$ cat config.mk
export PLATFORM = sky130hd
export DESIGN_NAME = frame_minmax32
export DESIGN_NICKNAME = d
export VERILOG_FILES = /design/src/rtl/frame_minmax_pkg.sv /design/src/rtl/cmp_lteq32.sv /design/src/rtl/frame_minmax32.sv
export SDC_FILE = /design/constraint.sdc
export NUM_CORES = 1
export LEC_CHECK = 0
export BUFFER_PORTS_ARGS = -buffer_cell sky130_fd_sc_hd__clkbuf_2
export CAP_MARGIN = 20
export CORE_MARGIN = 2
export CORE_UTILIZATION = 32
export DETAILED_ROUTE_END_ITERATION = 10
export MAX_ROUTING_LAYER = met4
export PLACE_DENSITY = 0.58
export SLEW_MARGIN = 20
export SYNTH_ARGS = -nofsm -noshare
export SYNTH_HDL_FRONTEND = slang
export SYNTH_HIERARCHICAL = 1
export SYNTH_SLANG_ARGS = --single-unit
$ cat constraint.sdc
create_clock -name clk -period 4.5 [get_ports clk]
set_clock_uncertainty 0.2 [all_clocks]
set_input_delay 0.225 -clock clk [delete_from_list [all_inputs] [get_ports clk]]
set_output_delay 0.225 -clock clk [all_outputs]
set_load 0.005 [all_outputs]
$ cat src/rtl/frame_minmax_pkg.sv
// ============================================================================
// Module      : frame_minmax_pkg
// Description : Shared types and constants for the per-frame min/max stage.
// Revision    : 1.0 - initial release
// ============================================================================
`default_nettype none

package frame_minmax_pkg;

  // Data width of every streamed word.
  localparam int DW = 32;

  // Control states: waiting for word 0, accumulating, holding a result.
  typedef enum logic [1:0] {
    FIRST = 2'd0,
    ACC   = 2'd1,
    OUT   = 2'd2
  } state_e;

endpackage

`default_nettype wire

$ cat src/rtl/cmp_lteq32.sv
// ============================================================================
// Module      : cmp_lteq32
// Description : Combinational 32-bit unsigned a <= b comparator.
// Revision    : 1.0 - initial release
// ============================================================================
`default_nettype none

module cmp_lteq32
  import frame_minmax_pkg::*;
(
  input  logic [DW-1:0] a_i,
  input  logic [DW-1:0] b_i,
  output logic          lteq_o
);

  // Both operands are unsigned, so the MSB carries magnitude, not sign.
  assign lteq_o = (a_i <= b_i);

endmodule

`default_nettype wire

$ cat src/rtl/frame_minmax32.sv
// ============================================================================
// Module      : frame_minmax32
// Description : Streaming per-frame reduction. Tracks minimum (first
//               occurrence), maximum (last occurrence), word count and an
//               overflow flag, then presents one result beat per frame.
// Revision    : 1.0 - initial release
// ============================================================================
`default_nettype none

module frame_minmax32
  import frame_minmax_pkg::*;
#(
  parameter int IDX_W = 16
) (
  input  logic             clk,
  input  logic             rst_n,
  input  logic             s_valid,
  output logic             s_ready,
  input  logic [DW-1:0]    s_data,
  input  logic             s_last,
  output logic             m_valid,
  input  logic             m_ready,
  output logic [DW-1:0]    m_min,
  output logic [DW-1:0]    m_max,
  output logic [IDX_W-1:0] m_min_idx,
  output logic [IDX_W-1:0] m_max_idx,
  output logic [IDX_W-1:0] m_count,
  output logic             m_ovf
);

  // Saturation point of the count and index fields.
  localparam logic [IDX_W-1:0] C_CNT_MAX = {IDX_W{1'b1}};
  localparam logic [IDX_W-1:0] C_ONE     = {{(IDX_W-1){1'b0}}, 1'b1};

  state_e             state_q,   state_d;
  logic [DW-1:0]      min_q,     min_d;
  logic [DW-1:0]      max_q,     max_d;
  logic [IDX_W-1:0]   min_idx_q, min_idx_d;
  logic [IDX_W-1:0]   max_idx_q, max_idx_d;
  logic [IDX_W-1:0]   count_q,   count_d;
  logic               ovf_q,     ovf_d;

  logic               w_accept;
  logic               w_min_lteq;
  logic               w_max_lteq;

  // min <= data: when false, the new word is strictly smaller.
  cmp_lteq32 u_min (
    .a_i    (min_q),
    .b_i    (s_data),
    .lteq_o (w_min_lteq)
  );

  // max <= data: when true, the new word becomes (or ties) the maximum.
  cmp_lteq32 u_max (
    .a_i    (max_q),
    .b_i    (s_data),
    .lteq_o (w_max_lteq)
  );

  assign s_ready  = (state_q != OUT);
  assign w_accept = s_valid & s_ready;

  assign m_valid   = (state_q == OUT);
  assign m_min     = min_q;
  assign m_max     = max_q;
  assign m_min_idx = min_idx_q;
  assign m_max_idx = max_idx_q;
  assign m_count   = count_q;
  assign m_ovf     = ovf_q;

  // Next-state and running-extreme update logic.
  always_comb begin
    state_d   = state_q;
    min_d     = min_q;
    max_d     = max_q;
    min_idx_d = min_idx_q;
    max_idx_d = max_idx_q;
    count_d   = count_q;
    ovf_d     = ovf_q;

    case (state_q)
      FIRST: begin
        if (w_accept) begin
          min_d     = s_data;
          max_d     = s_data;
          min_idx_d = '0;
          max_idx_d = '0;
          count_d   = C_ONE;
          ovf_d     = 1'b0;
          state_d   = s_last ? OUT : ACC;
        end
      end
      ACC: begin
        if (w_accept) begin
          // The current count is this word's index; once the count saturates
          // the index saturates with it.
          if (!w_min_lteq) begin
            min_d     = s_data;
            min_idx_d = count_q;
          end
          if (w_max_lteq) begin
            max_d     = s_data;
            max_idx_d = count_q;
          end
          if (count_q == C_CNT_MAX) begin
            ovf_d = 1'b1;
          end else begin
            count_d = count_q + C_ONE;
          end
          if (s_last) begin
            state_d = OUT;
          end
        end
      end
      OUT: begin
        if (m_ready) begin
          state_d = FIRST;
        end
      end
      default: begin
        state_d = FIRST;
      end
    endcase
  end

  // State and result registers; reset discards any partial frame or result.
  always_ff @(posedge clk or negedge rst_n) begin
    if (!rst_n) begin
      state_q   <= FIRST;
      min_q     <= '0;
      max_q     <= '0;
      min_idx_q <= '0;
      max_idx_q <= '0;
      count_q   <= '0;
      ovf_q     <= 1'b0;
    end else begin
      state_q   <= state_d;
      min_q     <= min_d;
      max_q     <= max_d;
      min_idx_q <= min_idx_d;
      max_idx_q <= max_idx_d;
      count_q   <= count_d;
      ovf_q     <= ovf_d;
    end
  end

endmodule

`default_nettype wire

==> flow_summary_export.csv, run 1 <==
group,metric,value,unit
layout,finish.utilization,42.8,%
setup_path,crit_required,4.60,ns
clocking,cts_sinks,115,
setup_path,worstPathCellList,"dlygate4sd3_1 > clkbuf_2 > inv_1 > ha_1 > a21oi_1 > o21ai_0 > a221oi_1 > a31oi_1 > o21ai_1 > nand2_1 > nand2_2 > buf_12 > mux2_2",
yosys,syn_inst,684,
die,design.die.area,21200,sq um
timing,period_needed,3.44,ns
grt,grt_start_max_net_pins,41,
timing,worst_slew_margin_rel,37.5,%
yosys,synth_seq_cells,115,
yosys,synth_compound_area_share,11.5,%
timing,fmax,291,MHz
pwr,p_leak,4.29,nW
setup_path,cp_max_fo,40,
clocking,cts-htree-levels,4,
yosys,synth_fa_ha_area_share,12.7,%
clocking,cts_max_path_buffers,2,
yosys,synth_top_family_by_area,"simple AND/OR/NAND/NOR gates",
yosys,synth-main-ff-cell,"dfrtp_1",
timing,fin_ws,1.06,ns
grt,grt_antenna_before_repair,0,
layout,antenna_cells,0,
yosys,yosys.area_share.simple,17.9,%
layout,syn2layout_area_growth,30.9,%
die,initial_core_util,32.7,%
detailed_routing,vias_per_cell,4.80,
grt,grt.total_usage,17.8,%
placed_design,dp_slack,1.10,ns
setup_path,crit_arrival,3.54,ns
detailed_routing,antenna_left,0,
yosys,synth.area.mux_share,6.58,%
clocking,postCtsSetupRepairBufs,0,
timing,setup_tns,0,ns
timing,slew_violations,0,
placed_design,dp_hpwl,12900,um
clocking,clk_pin_slew,0.06,ns
detailed_routing,dr_total_vias,5536,
die,die_w,146,um
worst_hold_path,hold_class,"primary input to async pin",
grt,grt_pass1_wl,29000,um
detailed_routing,wl_per_cell,15.4,um
setup_path,critPathMaxStageDelay,0.53,ns
pwr,combPwrFrac,28.2,%
placed_design,gp_congestion,0.812,
die,io_pins,152,
setup_path,crit_path_top_delay_cell,"dlygate4sd3_1",
layout,nNetsFinal,977,
pwr,switching_power,0.00125,W
layout,final_cell_mix,"174 x nand2_1, 150 x clkbuf_2, 115 x dfrtp_1",
timing,hold_violations,0,
yosys,synth_cell_types,54,
yosys,netlist_area,6410,sq um
timing,finalCritPeriodShare,76.5,%
yosys,synth-edff-count,0,
pwr,peakVddDrop,0.250,mV
timing,final-setup-viol-count,0,
clocking,worstSkewPairLatency,0.42,ns
clocking,cts_resized,0,
yosys,synth_area_per_cell,9.37,sq um
grt,grt_pass1_vias,5420,
yosys,yosysSeqAreaShare,44.9,%
die,row_count,51,
setup_path,critPathKind,"primary input to flop",
clocking,hold_buffers,38,
setup_path,cp-start-kind,"primary input",
yosys,synth_warnings,6,
yosys,synthesis.nets,786,
pwr,switching_share,33.7,%
detailed_routing,dr.first_iter.drc_count,269,
pwr,p_clk_share,33.8,%
die,coreArea,19600,sq um
detailed_routing,drc,0,
clocking,root_buffer,"clkbuf_16",
run_status,status,"finished clean",
detailed_routing,routed_wl,17700,um
die,die_h,146,um
placed_design,post_dp_cell_area,7470,sq um
yosys,synth-xor-area-share,0,%
placed_design,portBuffers,151,
yosys,synth_async_sr_flop_share,100,%
layout,fill_cells,1972,
clocking,cts_tree,"yes",
layout,multi_input_area,3130,sq um
clocking,cts-buffers-inserted,17,
grt,grt-ovfl-total,0,
run,maxCapViolations,0,
layout,final_common_cell,"nand2_1",
setup_path,end_kind,"flop",
layout,ff_latch_area,2880,sq um
timing,grt_setup_unrepaired,"no",
layout,drive_gt1_share,26.5,%
pwr,p_int,0.00247,W
detailed_routing,drtPass1Iterations,4,
pwr,power_density,444,nW/um^2
timing,tightest_slew,0.934,ns
layout,fin_area,8390,sq um
pwr,power_frac_seq,37.9,%
-- registers in the layout, indices dropped and copies added (netlist names) --
name       flops
m_count       16
m_max         32
m_max_idx     16
m_min         32
m_min_idx     16
m_ovf          1
state_q        2
-- Yosys cell counts (all sizes together), types with 8 or more instances --
master,n,area (sq um)
nor2,8,30.0
dfrtp,115,2880
o21ai,47,246
nand4,19,164
nand2,175,659
a21oi,28,151
clkbuf,9,36.3
buf,14,80.1
nand3,16,85.1
inv,79,297
a221oi,8,70.1
ha,65,813
mux2,33,372
-- through the flow --
step	hold WS (ns)	instances	total power, W
3_3_place_gp	0.0543	1083	0.00244
2_1_floorplan	-0.271	684	0.00199
4_1_cts	0.140	1153	0.00377
5_1_grt	0.157	1153	0.00398
3_5_place_dp	0.0455	1083	0.00247
6_report	0.110	1153	0.00372
-- worst max-delay path, delay by kind of cell --
family                     cells  cell delay [ns]
AOI/OAI and AO/OA              5             1.03
buffers and inverters          4             1.02
and+or+nand+nor                2             0.54
muxes                          1             0.36
adders and majority gates      1             0.33
-- logic make-up (layout without fill, tap and decap cells) --
| family | Yosys count | in the layout |
|---|---|---|
| AO/OA/AOI/OAI | 117 | 117 |
| adder cells (fa/ha/maj) | 65 | 65 |
| flip-flops | 115 | 115 |
| AND/OR/NAND/NOR | 247 | 247 |
| buffers and inverters | 102 | 306 |
| multiplexers | 38 | 38 |
-- power by group through the flow --
stage               sequential (W)  clock (W)  combinational, W
floorplan                  0.00140          0          0.000593
global placement           0.00142          0           0.00102
detailed placement         0.00143          0           0.00104
CTS                        0.00141    0.00129           0.00107
global route               0.00144    0.00134           0.00120
finish                     0.00141    0.00126           0.00105
-- layer usage --
layer / share of wire [%] / wire (um) / GRT usage (%)
met1: 47 / 8270 / 22.7
met2: 47 / 8360 / 27.7
met3: 4.1 / 731 / 3.79
met4: 2.0 / 358 / 6.86
met5: 0 / 0 / -
-- path summary, 6_finish.rpt --
check | from | to | slack, ns | cells after the start
max | s_data[7] | m_min[18] | 1.06 | 13
min | rst_n | m_count[6] | 0.11 | 2
max reg2reg | m_min[7] | m_min[18] | 1.15 | 10
min reg2reg | m_min_idx[15] | m_min_idx[15] | 0.28 | 2
max in group asynchronous | rst_n | m_max[18] | 3.05 | 3
min in group clk | s_valid | m_ovf | 0.17 | 3
-- final cells by class --
class                           instances  area share (%)
Inverter                               79            3.53
Tap cell                              265            3.95
Timing Repair Buffer                  195            14.4
Clock buffer                           19            5.16
Multi-Input combinational cell        467            37.3
Sequential cell                       115            34.3
Clock inverter                         13            1.34
No activity file was read; power rests on OpenSTA's default activity.
==> inputs of run 2 (changes only) <==
--- a/config.mk
+++ b/config.mk
@@ -11,7 +11,7 @@
 export CORE_UTILIZATION = 32
 export DETAILED_ROUTE_END_ITERATION = 10
 export MAX_ROUTING_LAYER = met4
-export PLACE_DENSITY = 0.58
+export PLACE_DENSITY = 0.6
 export SLEW_MARGIN = 20
 export SYNTH_ARGS = -nofsm -noshare
 export SYNTH_HDL_FRONTEND = slang
==> constraint.sdc (replaced) <==
create_clock -name clk -period 3 [get_ports clk]
set_clock_uncertainty 0.2 [all_clocks]
set_input_delay 0.15 -clock clk [delete_from_list [all_inputs] [get_ports clk]]
set_output_delay 0.15 -clock clk [all_outputs]
set_load 0.005 [all_outputs]
==> run 2 against run 1 <==
Effect of this change:
- die area unchanged
- first-iteration DRC count shrank 5.9%
- sequential share of layout area decreased by 1.0 points
- register-to-register slack got worse by 0.93 ns
- wire length up 2.8%
- final area increased by 3.1%
- sequential power up 50%
- via count grew 1.8%
- global-route usage up 0.34 points
- highest routed layer unchanged
==> flow_summary_export.csv, run 2 (synthesis gave the netlist of run 1 again) <==
group,metric,value,unit
setup_path,cp_top_family,"compound AO/OA/AOI/OAI gates",
clocking,cts_sinks,115,
timing,hold_violations,0,
setup_path,critPathMostFrequentCell,"nand2_1",
clocking,cts-buffers-inserted,17,
die,die_h,146,um
clocking,clk_pin_slew,0.06,ns
grt,grt_antenna_before_repair,1,
detailed_routing,wl_per_cell,15.7,um
layout,finish.utilization,44.1,%
setup_path,worstReg2RegEnd,"m_max[26]",
grt,grt-ovfl-total,0,
setup_path,worstPathCellList,"dlygate4sd3_1 > clkbuf_2 > inv_1 > ha_1 > nand2_1 > o21ai_0 > a221oi_1 > o31ai_1 > o21ai_1 > o21ai_4 > buf_4 > nand2_1 > nand2_1",
timing,period_needed,2.80,ns
setup_path,path_buf_inv,4,
placed_design,dp.cells,1086,
setup_path,crit_arrival,2.96,ns
placed_design,dp_slack,0.121,ns
detailed_routing,drtPass1Iterations,5,
grt,grt_pass1_wl,29900,um
die,initial_core_util,32.7,%
pwr,power_density,706,nW/um^2
detailed_routing,drc,0,
timing,grt_setup_unrepaired,"no",
die,coreArea,19600,sq um
detailed_routing,dr.first_iter.drc_count,253,
clocking,root_buffer,"clkbuf_16",
detailed_routing,dr_total_vias,5633,
timing,final-setup-viol-count,0,
layout,stdcell_count,1159,
clocking,cts-htree-levels,4,
setup_path,end_kind,"flop",
timing,slew_violations,0,
setup_path,critPathKind,"primary input to flop",
worst_hold_path,hold_class,"primary input to async pin",
setup_path,rr_worst_depth,10,
setup_path,crit_start,"s_data[19]",
layout,drive_gt1_share,27.2,%
run,maxCapViolations,0,
setup_path,ff2ff_setup_slack,0.22,ns
detailed_routing,routed_wl,18200,um
timing,tightest_slew,0.492,ns
die,row_count,51,
pwr,p_leak,4.41,nW
setup_path,critPathMaxStageDelay,0.52,ns
setup_path,reg2reg_from,"m_max[19]",
run_status,status,"finished clean",
placed_design,portBuffers,151,
clocking,cts_max_path_buffers,2,
die,io_pins,152,
layout,syn2layout_area_growth,34.9,%
setup_path,cp_max_fo,25,
layout,final_common_cell,"nand2_1",
timing,fin_ws,0.201,ns
grt,grt_start_max_net_pins,52,
placed_design,gp_congestion,0.812,
setup_path,cp-start-kind,"primary input",
timing,fmax,357,MHz
die,die_w,146,um
timing,finalCritPeriodShare,93.3,%
detailed_routing,vias_per_cell,4.86,
timing,setup_tns,0,ns
clocking,cts_tree,"yes",
layout,nNetsFinal,983,
pwr,peakVddDrop,0.399,mV
detailed_routing,antenna_left,0,
setup_path,crit_required,3.16,ns
placed_design,dp_hpwl,13100,um
grt,grt_pass1_vias,5521,
layout,final_cell_mix,"174 x nand2_1, 150 x clkbuf_2, 115 x dfrtp_1",
setup_path,crit_path_top_delay_cell,"dlygate4sd3_1",
grt,grt.total_usage,18.1,%
clocking,worstSkewPairLatency,0.42,ns
die,design.die.area,21200,sq um
timing,worst_slew_margin_rel,67.2,%
## run 2: cell count changes in the layout (fill, tap and decap cells not counted), sizes merged
cell	previous run	this run
clkinv	8	4
clkinvlp	3	2
clkbuf	169	170
diode	0	1
buf	7	11
bufinv	1	6
## run 2: routing by layer
metal	GRT usage, %	wire, um
met1	23.3	8330
met2	28.4	8600
met3	4.45	1030
met4	5.49	257
met5	-	0
## run 2: per-stage QoR
step	total power [W]	instance area, sq um	hold slack (ns)
after floorplan	0.00299	6410	-0.346
after global placement	0.00369	7530	-0.0509
after detailed placement	0.00372	7530	-0.0491
after CTS	0.00614	8580	0.0357
after global routing	0.00651	8650	0.0621
final	0.00611	8650	0.0240
## run 2: worst register-to-register path, cell delays in order, from the launching register on
cell      delay (ns)
dfrtp_1         0.40
ha_1            0.31
nand2_1         0.07
o21ai_0         0.28
a221oi_1        0.16
o31ai_1         0.40
o21ai_1         0.19
o21ai_4         0.19
buf_4           0.34
nand2_1         0.11
nand2_1         0.07
## run 2: worst max-delay path by stage
stage | end | slack [ns] | depth (start not counted)
6_report | m_max[26] | 0.20 | 13
5_1_grt | m_min_idx[10] | 0.002 | 15
4_1_cts | m_min[3] | 0.11 | 10
3_5_place_dp | m_min[3] | 0.12 | 10
3_3_place_gp | m_min[12] | 0.13 | 10
2_1_floorplan | m_min[10] | 0.46 | 10
## run 2: cell type report
type,instances,area [sq um]
Fill cell,1929,10900
Multi-Input combinational cell,467,3140
Sequential cell,115,2880
Timing Repair Buffer,201,1330
Clock buffer,18,439
Tap cell,265,332
Inverter,79,297
Clock inverter,13,231
Antenna cell,1,2.50
## run 2: power by group
part	internal [W]	total (W)	switching, W	leakage (nW)
registers	0.00184	0.00211	0.000276	1.47
clock network	0.00158	0.00234	0.000765	0.322
logic	0.000779	0.00165	0.000871	2.62
## run 2: what timing repair did
item	CTS	global route
endpoints found under the hold margin	150	0
gates resized for setup	0	2
hold buffers	38	0
setup buffers	0	1
setup endpoints to repair	0	32
